==> src/rtl/absorb_block_packer.sv <==
// Packs a 32-bit valid/ready word stream into NUMBLOCKS-word blocks with 10* byte padding.
// Define PACK_BYTE_SWAP_EN to byte-reverse each incoming word (big-endian source).
module absorb_block_packer #(
    parameter int BWIDTH    = 32,
    parameter int NUMBLOCKS = 4,
    parameter int CNTWIDTH  = 16
) (
    input  logic                        clk,
    input  logic                        reset,
    input  logic [BWIDTH-1:0]           s_data,
    input  logic                        s_valid,
    input  logic                        s_last,
    input  logic [2:0]                  s_bytes,
    output logic                        s_ready,
    input  logic [1:0]                  domain_in,
    output logic [BWIDTH*NUMBLOCKS-1:0] blocks,
    output logic                        finalize,
    output logic [1:0]                  domain,
    output logic                        en,
    input  logic                        absorb_done,
    output logic [CNTWIDTH-1:0]         blk_count
);

    localparam int NBYTES = BWIDTH / 8;
    localparam int IDXW   = (NUMBLOCKS > 1) ? $clog2(NUMBLOCKS) : 1;
    localparam logic [2:0] FULL_BYTES = 3'(NBYTES);
    localparam logic [IDXW-1:0] LAST_IDX = IDXW'(NUMBLOCKS - 1);

    typedef enum logic [1:0] {
        S_FILL,
        S_PAD,
        S_ISSUE,
        S_WAIT
    } state_t;

    state_t                           state_q, state_d;
    logic [IDXW-1:0]                  idx_q, idx_d;
    logic [NUMBLOCKS-1:0][BWIDTH-1:0] blk_q, blk_d;
    logic                             finalize_q, finalize_d;
    logic [1:0]                       domain_q, domain_d;
    logic                             en_q, en_d;
    logic                             s_ready_q, s_ready_d;
    logic [CNTWIDTH-1:0]              cnt_q, cnt_d;
    logic                             pending_q, pending_d;
    logic                             first_q, first_d;

    logic              accept;
    logic [BWIDTH-1:0] word_in;
    logic [BWIDTH-1:0] pad_word;
    logic [2:0]        nbytes;

    assign accept = s_valid & s_ready_q;
    assign nbytes = (s_bytes > FULL_BYTES) ? FULL_BYTES : s_bytes;

    always_comb begin
`ifdef PACK_BYTE_SWAP_EN
        word_in = '0;
        for (int b = 0; b < NBYTES; b++) begin
            word_in[b*8 +: 8] = s_data[(NBYTES-1-b)*8 +: 8];
        end
`else
        word_in = s_data;
`endif
    end

    // Keep the valid bytes, place the 0x01 marker right after them, zero the rest.
    always_comb begin
        pad_word = '0;
        for (int b = 0; b < NBYTES; b++) begin
            if (3'(b) < nbytes) begin
                pad_word[b*8 +: 8] = word_in[b*8 +: 8];
            end else if (3'(b) == nbytes) begin
                pad_word[b*8 +: 8] = 8'h01;
            end
        end
    end

    always_comb begin
        state_d    = state_q;
        idx_d      = idx_q;
        blk_d      = blk_q;
        finalize_d = finalize_q;
        domain_d   = domain_q;
        cnt_d      = cnt_q;
        pending_d  = pending_q;
        first_d    = first_q;

        case (state_q)
            S_FILL: begin
                if (accept) begin
                    if (first_q) begin
                        domain_d = domain_in;
                    end
                    first_d = s_last;
                    if (s_last && (nbytes != FULL_BYTES)) begin
                        blk_d[idx_q] = pad_word;
                        for (int k = 0; k < NUMBLOCKS; k++) begin
                            if (k > int'(idx_q)) begin
                                blk_d[k] = '0;
                            end
                        end
                        finalize_d = 1'b1;
                        state_d    = S_ISSUE;
                    end else begin
                        blk_d[idx_q] = word_in;
                        if (idx_q == LAST_IDX) begin
                            // A full final word in the last slot needs a whole padding block next.
                            finalize_d = 1'b0;
                            pending_d  = s_last;
                            state_d    = S_ISSUE;
                        end else begin
                            idx_d = idx_q + 1'b1;
                            if (s_last) begin
                                state_d = S_PAD;
                            end
                        end
                    end
                end
            end
            S_PAD: begin
                blk_d[idx_q] = BWIDTH'(1);
                for (int k = 0; k < NUMBLOCKS; k++) begin
                    if (k > int'(idx_q)) begin
                        blk_d[k] = '0;
                    end
                end
                finalize_d = 1'b1;
                pending_d  = 1'b0;
                state_d    = S_ISSUE;
            end
            S_ISSUE: begin
                if (cnt_q != '1) begin
                    cnt_d = cnt_q + 1'b1;
                end
                state_d = S_WAIT;
            end
            S_WAIT: begin
                if (absorb_done) begin
                    blk_d   = '0;
                    idx_d   = '0;
                    state_d = pending_q ? S_PAD : S_FILL;
                end
            end
            default: begin
                state_d = S_FILL;
            end
        endcase

        en_d      = (state_q == S_ISSUE);
        s_ready_d = (state_d == S_FILL);
    end

    always_ff @(posedge clk) begin
        if (reset) begin
            state_q    <= S_FILL;
            idx_q      <= '0;
            blk_q      <= '0;
            finalize_q <= 1'b0;
            domain_q   <= 2'd0;
            en_q       <= 1'b0;
            s_ready_q  <= 1'b0;
            cnt_q      <= '0;
            pending_q  <= 1'b0;
            first_q    <= 1'b1;
        end else begin
            state_q    <= state_d;
            idx_q      <= idx_d;
            blk_q      <= blk_d;
            finalize_q <= finalize_d;
            domain_q   <= domain_d;
            en_q       <= en_d;
            s_ready_q  <= s_ready_d;
            cnt_q      <= cnt_d;
            pending_q  <= pending_d;
            first_q    <= first_d;
        end
    end

    assign s_ready   = s_ready_q;
    assign blocks    = blk_q;
    assign finalize  = finalize_q;
    assign domain    = domain_q;
    assign en        = en_q;
    assign blk_count = cnt_q;

endmodule
==> config.mk <==
export PLATFORM = sky130hd
export DESIGN_NAME = absorb_block_packer
export DESIGN_NICKNAME = d
export VERILOG_FILES = /design/src/rtl/absorb_block_packer.sv
export SDC_FILE = /design/constraint.sdc
export NUM_CORES = 1
export LEC_CHECK = 0
export BUFFER_PORTS_ARGS = -buffer_cell sky130_fd_sc_hd__buf_2
export CAP_MARGIN = 20
export CORE_ASPECT_RATIO = 1.1
export CORE_MARGIN = 3
export CORE_UTILIZATION = 54
export CTS_CLUSTER_SIZE = 25
export DETAILED_ROUTE_END_ITERATION = 7
export GPL_ROUTABILITY_DRIVEN = 1
export HOLD_SLACK_MARGIN = 0.06
export PLACE_DENSITY_LB_ADDON = 0.12
export RECOVER_POWER = 50
export SLEW_MARGIN = 25
export SYNTH_ARGS = -nofsm -noshare
export SYNTH_HDL_FRONTEND = slang
export SYNTH_SLANG_ARGS = --single-unit
==> constraint.sdc <==
create_clock -name clk -period 4 [get_ports clk]
set_input_delay 0.8 -clock clk [delete_from_list [all_inputs] [get_ports clk]]
set_output_delay 0.8 -clock clk [all_outputs]
set_load 0.05 [all_outputs]
==> results_dict.tcl, run 1 <==
set metrics [dict create \
    drive_above_1_share_pct 12.2 \
    via_count 5715 \
    avgSynthCellArea_um2 9.35 \
    cts_max_path_buffers 2 \
    routed_wl_mm 17.5 \
    slowest_delay_ns 1.39 \
    cp_max_fo 10 \
    drtIter0Drc 432 \
    worstSetupPathType "flip-flop to flip-flop" \
    cts_tree "done" \
    root_buffer "clkbuf_16" \
    wl_per_cell_um 18.0 \
    min_period_over_period_pct 71.9 \
    synth_cells 638 \
    io_buffer_count 190 \
    leakage_nw 2.69 \
    start_util_pct 56.3 \
    path_buf_inv 0 \
    cp-start-kind "flip-flop" \
    nets 863 \
    end_kind "flip-flop" \
    critical_path.top_delay_family "simple AND/OR/NAND/NOR gates" \
    placedInstanceArea_mm2 0.00698 \
    rsz0062_at_grt "no" \
    tns_ns 0 \
    synth_top_area_share_pct 52.0 \
    die_w_um 106 \
    syn_nets 686 \
    ys_warn_count 0 \
    fin_crit_ns 2.88 \
    slew_violations 11 \
    routabilityCongestion 0.865 \
    fp.dieH_um 116 \
    dp.cells 939 \
    p_per_area_mw_per_mm2 491 \
    clock.fmax_mhz 348 \
    io_pins 191 \
    relSlewSlack_pct -18.3 \
    overflow 0 \
    hold_buffers 0 \
    synthArstFlopShare_pct 0 \
    finalClockSkew_ns 0.00985 \
    cpMaxStageDelayCell "nor4_1" \
    setup_viol 0 \
    crit_start "blk_count[0]$_SDFFE_PP0P_" \
    cts_inserted_buffers 17 \
    final_area_mm2 0.00738 \
    outcome "complete, but fails checks" \
    tightest_slew_ns 1.76 \
    post_cts_buffers 0 \
    finalHoldViolations 0 \
    core_area_mm2 0.0106 \
    fin_util_pct 69.7 \
    yosysSeqAreaShare_pct 52.0 \
    peakVddDrop_v 0.000271 \
    post_cts_resized 0 \
    maxCapViolations 1 \
    antenna_found_initial 0 \
    synth_area_leaders "dfxtp_1, nor2_1, a22o_1, a22oi_1, a21oi_1" \
    grt_start_max_net_pins 65 \
    clock_latency_ns 0.42 \
    finalPower_mw 3.62 \
    crit_required_ns 4.28 \
    crit_path_cell_trace "ha_1 -> nand2_1 -> nor4_1 -> a21oi_1 -> xnor2_1 -> nor2_1" \
    dpl.hpwl_mm 12.3 \
    fin_cells 971 \
    timing.rr.start "blk_count[0]$_SDFFE_PP0P_" \
    cts_sinks 155 \
    synthDistinctLibCells 60 \
    vias_per_cell 5.89 \
    synth_top_area_cell "dfxtp_1" \
    area_growth_syn_to_layout_pct 23.7 \
    dr.pass1.iters 7 \
    clk_pin_slew_ns 0.06 \
    grt_usage_pct 28.1 \
    synth_edf_count 0 \
    synth_flop_cell "dfxtp_1" \
    grt_pass1_wl_mm 27.4 \
    core.rowCount 39 \
    grt_pass1_vias 5314 \
    diodes 0 \
    dieArea_mm2 0.0123 \
    hp-class "flip-flop to flip-flop" \
    postRouteAntennaNets 0 \
    violations "capacitance limit, slew limit" \
    syn-cell-area_mm2 0.00596 \
    synth_seq_cells 155 \
    drc_errors 0 \
    crit_arrival_ns 3.16 \
    htree_levels 4 \
]
[worst min-delay path: stages (launching register included)]
cell,delay (ns)
dfxtp_1,0.30
nand2_1,0.05
a21oi_1,0.05
[metrics by stage]
step,worst slack (ns),hold slack (ns)
2_1_floorplan,1.94,0.446
3_3_place_gp,1.22,0.433
3_5_place_dp,1.09,0.445
4_1_cts,1.25,0.453
5_1_grt,0.845,0.477
6_report,1.12,0.455
[kinds of logic after synthesis]
group,Yosys count,share of synthesized area (%)
and+or+nand+nor,236,19.1
AOI/OAI and AO/OA,179,21.5
DFF,155,52.0
buffers and inverters,45,3.52
xor gates and xnor gates,14,2.06
adders and majority gates,6,1.26
muxes,3,0.503
[Yosys cell counts (all sizes together) (4+ instances only)]
cell type and n:
a32oi 6, buf 16, xnor2 14, a22oi 49, nor4 4, dfxtp 155, nor2 102, ha 6
a22o 42, nand4 6, nor2b 7, nor3 11, nand2b 6, clkbuf 23, a21oi 47, nand2 42
o21ai 13, nand3 41, inv 6
[worst paths after layout]
check | end | slack, ns | depth (start not counted)
setup / recovery | blk_count[0]$_SDFFE_PP0P_ | 1.12 | 6
hold / removal | flip-flop | 0.46 | 2
setup reg to reg | blk_count[0]$_SDFFE_PP0P_ | 1.12 | 6
hold reg to reg | flip-flop | 0.46 | 2
[placed cells by master, fill, tap and decap left out, types with 7 or more instances in the layout]
master / count
nor2b_1: 7
o21ai_0: 10
nor3_1: 9
xnor2_1: 14
a22o_1: 42
dfxtp_1: 155
nand2_1: 42
nor2_1: 99
clkbuf_16: 17
buf_4: 8
clkbuf_1: 148
nand3_1: 40
buf_2: 43
a22oi_1: 49
a21oi_1: 46
[power breakdown]
group          internal [mW]  switching, mW  total [mW]
clock network          0.968          0.617        1.58
registers               1.58         0.0352        1.62
logic                  0.101          0.322       0.422
total                   2.65          0.974        3.62
[final cells by class]
class,instances,area (µm²)
Inverter,6,22.5
Timing Repair Buffer,197,823
Tap cell,143,179
Clock buffer,22,474
Sequential cell,155,3100
Multi-Input combinational cell,438,2660
Fill cell,924,3210
Clock inverter,10,115
[layer usage]
layer,GRT usage (%),wire length [µm],vias to the layer above
li1,-,-,2660
met1,35.7,7210,2731
met2,45.2,8320,289
met3,8.46,1570,35
met4,11.4,419,0
met5,0,0,-
Power figures use the tool's default switching activity.
==> run 2: changes to the inputs <==
- CORE_UTILIZATION: 54 -> 51
- clock period: 4 -> 2.94 ns (I/O delays scaled with it)
==> run 2 against run 1 <==
The run now ends clean. Register-to-register slack got worse by 0.53 ns. Global-route usage decreased by 0.36 points. Combinational power increased by 39%. Fmax increased by 23%. Critical path depth decreased by 1. Sequential share of layout area decreased by 0.99 points. Sequential cell count unchanged. Critical path type unchanged. Clock skew decreased by 0.0025 ns. Count of clock-buffer cells in the layout unchanged. Setup slack got worse by 0.53 ns. Final cell count increased by 1.3%.
==> results_dict.tcl, run 2 (synthesized netlist as in run 1, its figures left out) <==
set metrics [dict create \
    p_per_area_mw_per_mm2 709 \
    cts_inserted_buffers 17 \
    drc_errors 0 \
    dp.cells 952 \
    peakVddDrop_v 0.000393 \
    tns_ns 0 \
    min_period_over_period_pct 79.9 \
    crit_arrival_ns 2.64 \
    vias_per_cell 5.73 \
    r2r_cells 5 \
    die_w_um 109 \
    finalPower_mw 5.36 \
    crit_required_ns 3.23 \
    cts_tree "done" \
    swShare_pct 24.9 \
    comb_power_share_pct 10.9 \
    pre_cts_ws_ns 0.476 \
    maxCapViolations 0 \
    hold_ws_ns 0.429 \
    antenna_found_initial 0 \
    rsz0062_at_grt "no" \
    post_cts_buffers 0 \
    finalHoldViolations 0 \
    io_buffer_count 190 \
    hold_buffers 0 \
    min_path_cells 3 \
    wl_per_cell_um 18.2 \
    grt_usage_pct 27.8 \
    dpl.hpwl_mm 12.9 \
    postRouteAntennaNets 0 \
    cp-start-kind "flip-flop" \
    clock_latency_ns 0.42 \
    power_switching_mw 1.33 \
    mostFrequentLayoutCells "dfxtp_1, clkbuf_1, nor2_1" \
    p_seq_share_pct 41.0 \
    htree_levels 4 \
    dr.pass1.iters 5 \
    nets 872 \
    via_count 5642 \
    reg2reg_slack_ns 0.59 \
    crit_start "state_q[0]$_SDFF_PP0_" \
    io_pins 191 \
    final_area_mm2 0.00756 \
    finalClockSkew_ns 0.00739 \
    core.rowCount 40 \
    tightest_slew_ns 0.812 \
    grt_start_max_net_pins 54 \
    p_clk_share_pct 48.1 \
    placedInstanceArea_mm2 0.00705 \
    root_buffer "clkbuf_16" \
    post_cts_resized 0 \
    hp-start "domain_in[0]" \
    cts_sinks 155 \
    mostFrequentLayoutCell "dfxtp_1" \
    relSlewSlack_pct 45.5 \
    cts_max_path_buffers 2 \
    core_area_mm2 0.0112 \
    diodes 0 \
    overflow 0 \
    p_int_mw 4.03 \
    clk_pin_slew_ns 0.06 \
    grt_pass1_wl_mm 28.2 \
    worst_slack_ns 0.592 \
    routed_wl_mm 17.9 \
    fin_util_pct 67.7 \
    start_util_pct 53.4 \
    cp_max_fo 20 \
    grt_pass1_vias 5417 \
    fin_cells 984 \
    fin_crit_ns 2.35 \
    leakage_nw 2.80 \
    whs_endpoint "domain[0]$_SDFFE_PP0P_" \
    end_kind "flip-flop" \
    area_growth_syn_to_layout_pct 26.7 \
    clock.fmax_mhz 426 \
    hp-class "input port to flip-flop" \
    drive_above_1_share_pct 12.9 \
    drtIter0Drc 352 \
    routabilityCongestion 0.898 \
    outcome "completed" \
    fp.dieH_um 119 \
    setup_viol 0 \
    timing.rr.start "state_q[0]$_SDFF_PP0_" \
    dieArea_mm2 0.0130 \
    slew_violations 0 \
    worstSetupPathType "flip-flop to flip-flop" \
]
==> run 2: changes by cell type in the layout (fill, tap and decap cells not counted), moves of 2 or more <==
| cell | change |
|---|---|
| buf_4 | +7 |
| bufinv_16 | +5 |
| clkbuf_1 | +2 |
| clkinv_2 | -3 |
| clkinvlp_4 | -2 |
==> run 2: area by class of cell <==
class                   instances  area [µm²]
well taps                     147         184
fillers                       964        3600
clock buffers                  22         464
repair buffers                206         885
clock inverters                10         235
inverters                       6        22.5
flip-flops and latches        155        3100
multi-input cells             438        2670
==> run 2: worst max-delay path, cell delays in order (launching register included) <==
cell and delay [ns]:
dfxtp_1 0.80, o21a_1 0.53, o21ai_2 0.28, buf_4 0.29
a22oi_1 0.23, nor2_1 0.07
==> run 2: metal layers <==
metal / vias to the layer above / track usage (%) / part of all wire (%)
li1: 2683 / - / -
met1: 2699 / 36.0 / 41
met2: 236 / 45.1 / 49
met3: 24 / 7.32 / 7.8
met4: 0 / 8.45 / 1.7
met5: - / 0 / 0
==> run 2: worst max-delay path by stage <==
stage	end	depth (start not counted)	slack, ns
floorplan	blk_count[1]$_SDFFE_PP0P_	5	0.88
global placement	flip-flop	7	0.53
detailed placement	flip-flop	7	0.48
CTS	flip-flop	5	0.60
global route	flip-flop	5	0.36
finish	flip-flop	5	0.59
==> run 2: power groups by stage <==
stage / sequential (mW) / clock [mW] / combinational, mW
final: 2.20 / 2.58 / 0.585
after global routing: 2.20 / 2.69 / 0.626
after CTS: 2.19 / 2.60 / 0.596
after detailed placement: 2.24 / 0 / 0.592
after global placement: 2.24 / 0 / 0.586
after floorplan: 2.39 / 0 / 0.255
==> run 3: changes to the inputs <==
- clock period: 2.94 -> 2.5 ns (I/O delays scaled with it)
==> run 3 against run 2 <==
Wire length down 1.1%. Via count increased by 1.1%. Final cell count rose by 1.1%. Critical path type unchanged. Sequential share of layout area is 0.37 points higher. Die area stayed put. Global-route usage shrank 0.90 points. Register-to-register slack worse by 0.37 ns. Combinational power is 20% higher. Total power is 5.2% higher. Highest routed layer unchanged. Utilization is 0.61 points lower.
==> results_dict.tcl, run 3 (synthesized netlist as in run 1, its figures left out) <==
set metrics [dict create \
    grt_start_max_net_pins 51 \
    dpl.hpwl_mm 13.0 \
    setup_viol 0 \
    fp.dieH_um 119 \
    p_per_area_mw_per_mm2 752 \
    mostFrequentLayoutCells "dfxtp_1, clkbuf_1, nor2_1" \
    core_area_mm2 0.0112 \
    via_count 5702 \
    hp-class "input port to flip-flop" \
    crit_start "idx_q[0]$_SDFFE_PP0P_" \
    crit_required_ns 2.80 \
    drive_above_1_share_pct 14.4 \
    rsz0062_at_grt "no" \
    fin_util_pct 67.1 \
    post_cts_buffers 0 \
    maxCapViolations 0 \
    leakage_nw 2.78 \
    p_int_mw 4.04 \
    dr.pass1.iters 5 \
    routabilityCongestion 0.930 \
    cts_inserted_buffers 17 \
    relSlewSlack_pct 39.7 \
    wl_per_cell_um 17.8 \
    cp-start-kind "flip-flop" \
    mostFrequentLayoutCell "dfxtp_1" \
    grt_pass1_vias 5316 \
    finalHoldViolations 0 \
    postRouteAntennaNets 0 \
    root_buffer "clkbuf_16" \
    antenna_found_initial 0 \
    tightest_slew_ns 0.897 \
    routed_wl_mm 17.7 \
    grt_usage_pct 26.9 \
    comb_power_share_pct 12.5 \
    finalClockSkew_ns 0.00671 \
    grt_pass1_wl_mm 27.6 \
    area_growth_syn_to_layout_pct 25.6 \
    nets 883 \
    io_pins 191 \
    p_clk_share_pct 41.7 \
    overflow 0 \
    io_buffer_count 190 \
    clock_latency_ns 0.41 \
    start_util_pct 53.4 \
    swShare_pct 28.3 \
    hold_buffers 0 \
    drtIter0Drc 444 \
    min_period_over_period_pct 91.0 \
    htree_levels 4 \
    dieArea_mm2 0.0130 \
    diodes 0 \
    end_kind "flip-flop" \
    crit_arrival_ns 2.57 \
    p_seq_share_pct 45.8 \
    worstSetupPathType "flip-flop to flip-flop" \
    cts_max_path_buffers 2 \
    clock.fmax_mhz 440 \
    cts_sinks 155 \
    hp-start "domain_in[0]" \
    vias_per_cell 5.73 \
    drc_errors 0 \
    die_w_um 109 \
    post_cts_resized 0 \
    power_switching_mw 1.60 \
    fin_crit_ns 2.27 \
    tns_ns 0 \
    clk_pin_slew_ns 0.06 \
    core.rowCount 40 \
    cp_max_fo 23 \
    cts_tree "done" \
    timing.rr.start "idx_q[0]$_SDFFE_PP0P_" \
    peakVddDrop_v 0.000478 \
    slew_violations 0 \
    outcome "completed" \
]
==> run 3: worst max-delay path, stage by stage, from the launching register on <==
cell	delay [ns]
dfxtp_1	0.36
inv_1	0.14
ha_1	0.35
inv_2	0.14
o31a_1	0.39
nor2_1	0.21
nor3b_4	0.07
buf_4	0.24
a22o_1	0.26
==> run 3: final timing paths <==
path,end,slack (ns),cells after the start
max,flip-flop,0.23,8
min,domain[0]$_SDFFE_PP0P_,0.34,3
max reg2reg,flip-flop,0.23,8
min reg2reg,flip-flop,0.46,1
==> run 3: final cells by class <==
| cell class | instances | area, µm² |
|---|---|---|
| well taps | 147 | 184 |
| fillers | 983 | 3670 |
| inverters | 6 | 22.5 |
| multi-input cells | 438 | 2670 |
| clock inverters | 12 | 91.3 |
| repair buffers | 217 | 968 |
| flip-flops and latches | 155 | 3100 |
| clock buffers | 20 | 457 |
==> run 3: stage by stage <==
step	power (mW)	worst slack (ns)	hold WS [ns]	cell area, µm²	std cells
6_report	5.64	0.225	0.340	7490	995
5_1_grt	5.81	0.134	0.355	7490	995
4_1_cts	5.67	0.274	0.332	7680	995
3_5_place_dp	3.34	0.310	0.444	7130	963
3_3_place_gp	3.33	0.391	0.437	7130	963
2_1_floorplan	3.11	0.439	0.446	5960	638
==> run 3: layer usage <==
metal | global-route usage, % | up-vias | share of wire, %
met5 | 0 | - | 0
met3 | 7.26 | 27 | 9.1
met1 | 34.3 | 2725 | 40
met4 | 8.76 | 0 | 1.7
met2 | 43.7 | 250 | 49
li1 | - | 2700 | -
==> run 3: power by group through the flow <==
stage / clock network (mW) / logic (mW) / registers, mW
final: 2.35 / 0.703 / 2.58
after global routing: 2.47 / 0.751 / 2.59
after CTS: 2.37 / 0.714 / 2.58
after detailed placement: 0 / 0.710 / 2.63
after global placement: 0 / 0.699 / 2.63
after floorplan: 0 / 0.300 / 2.81
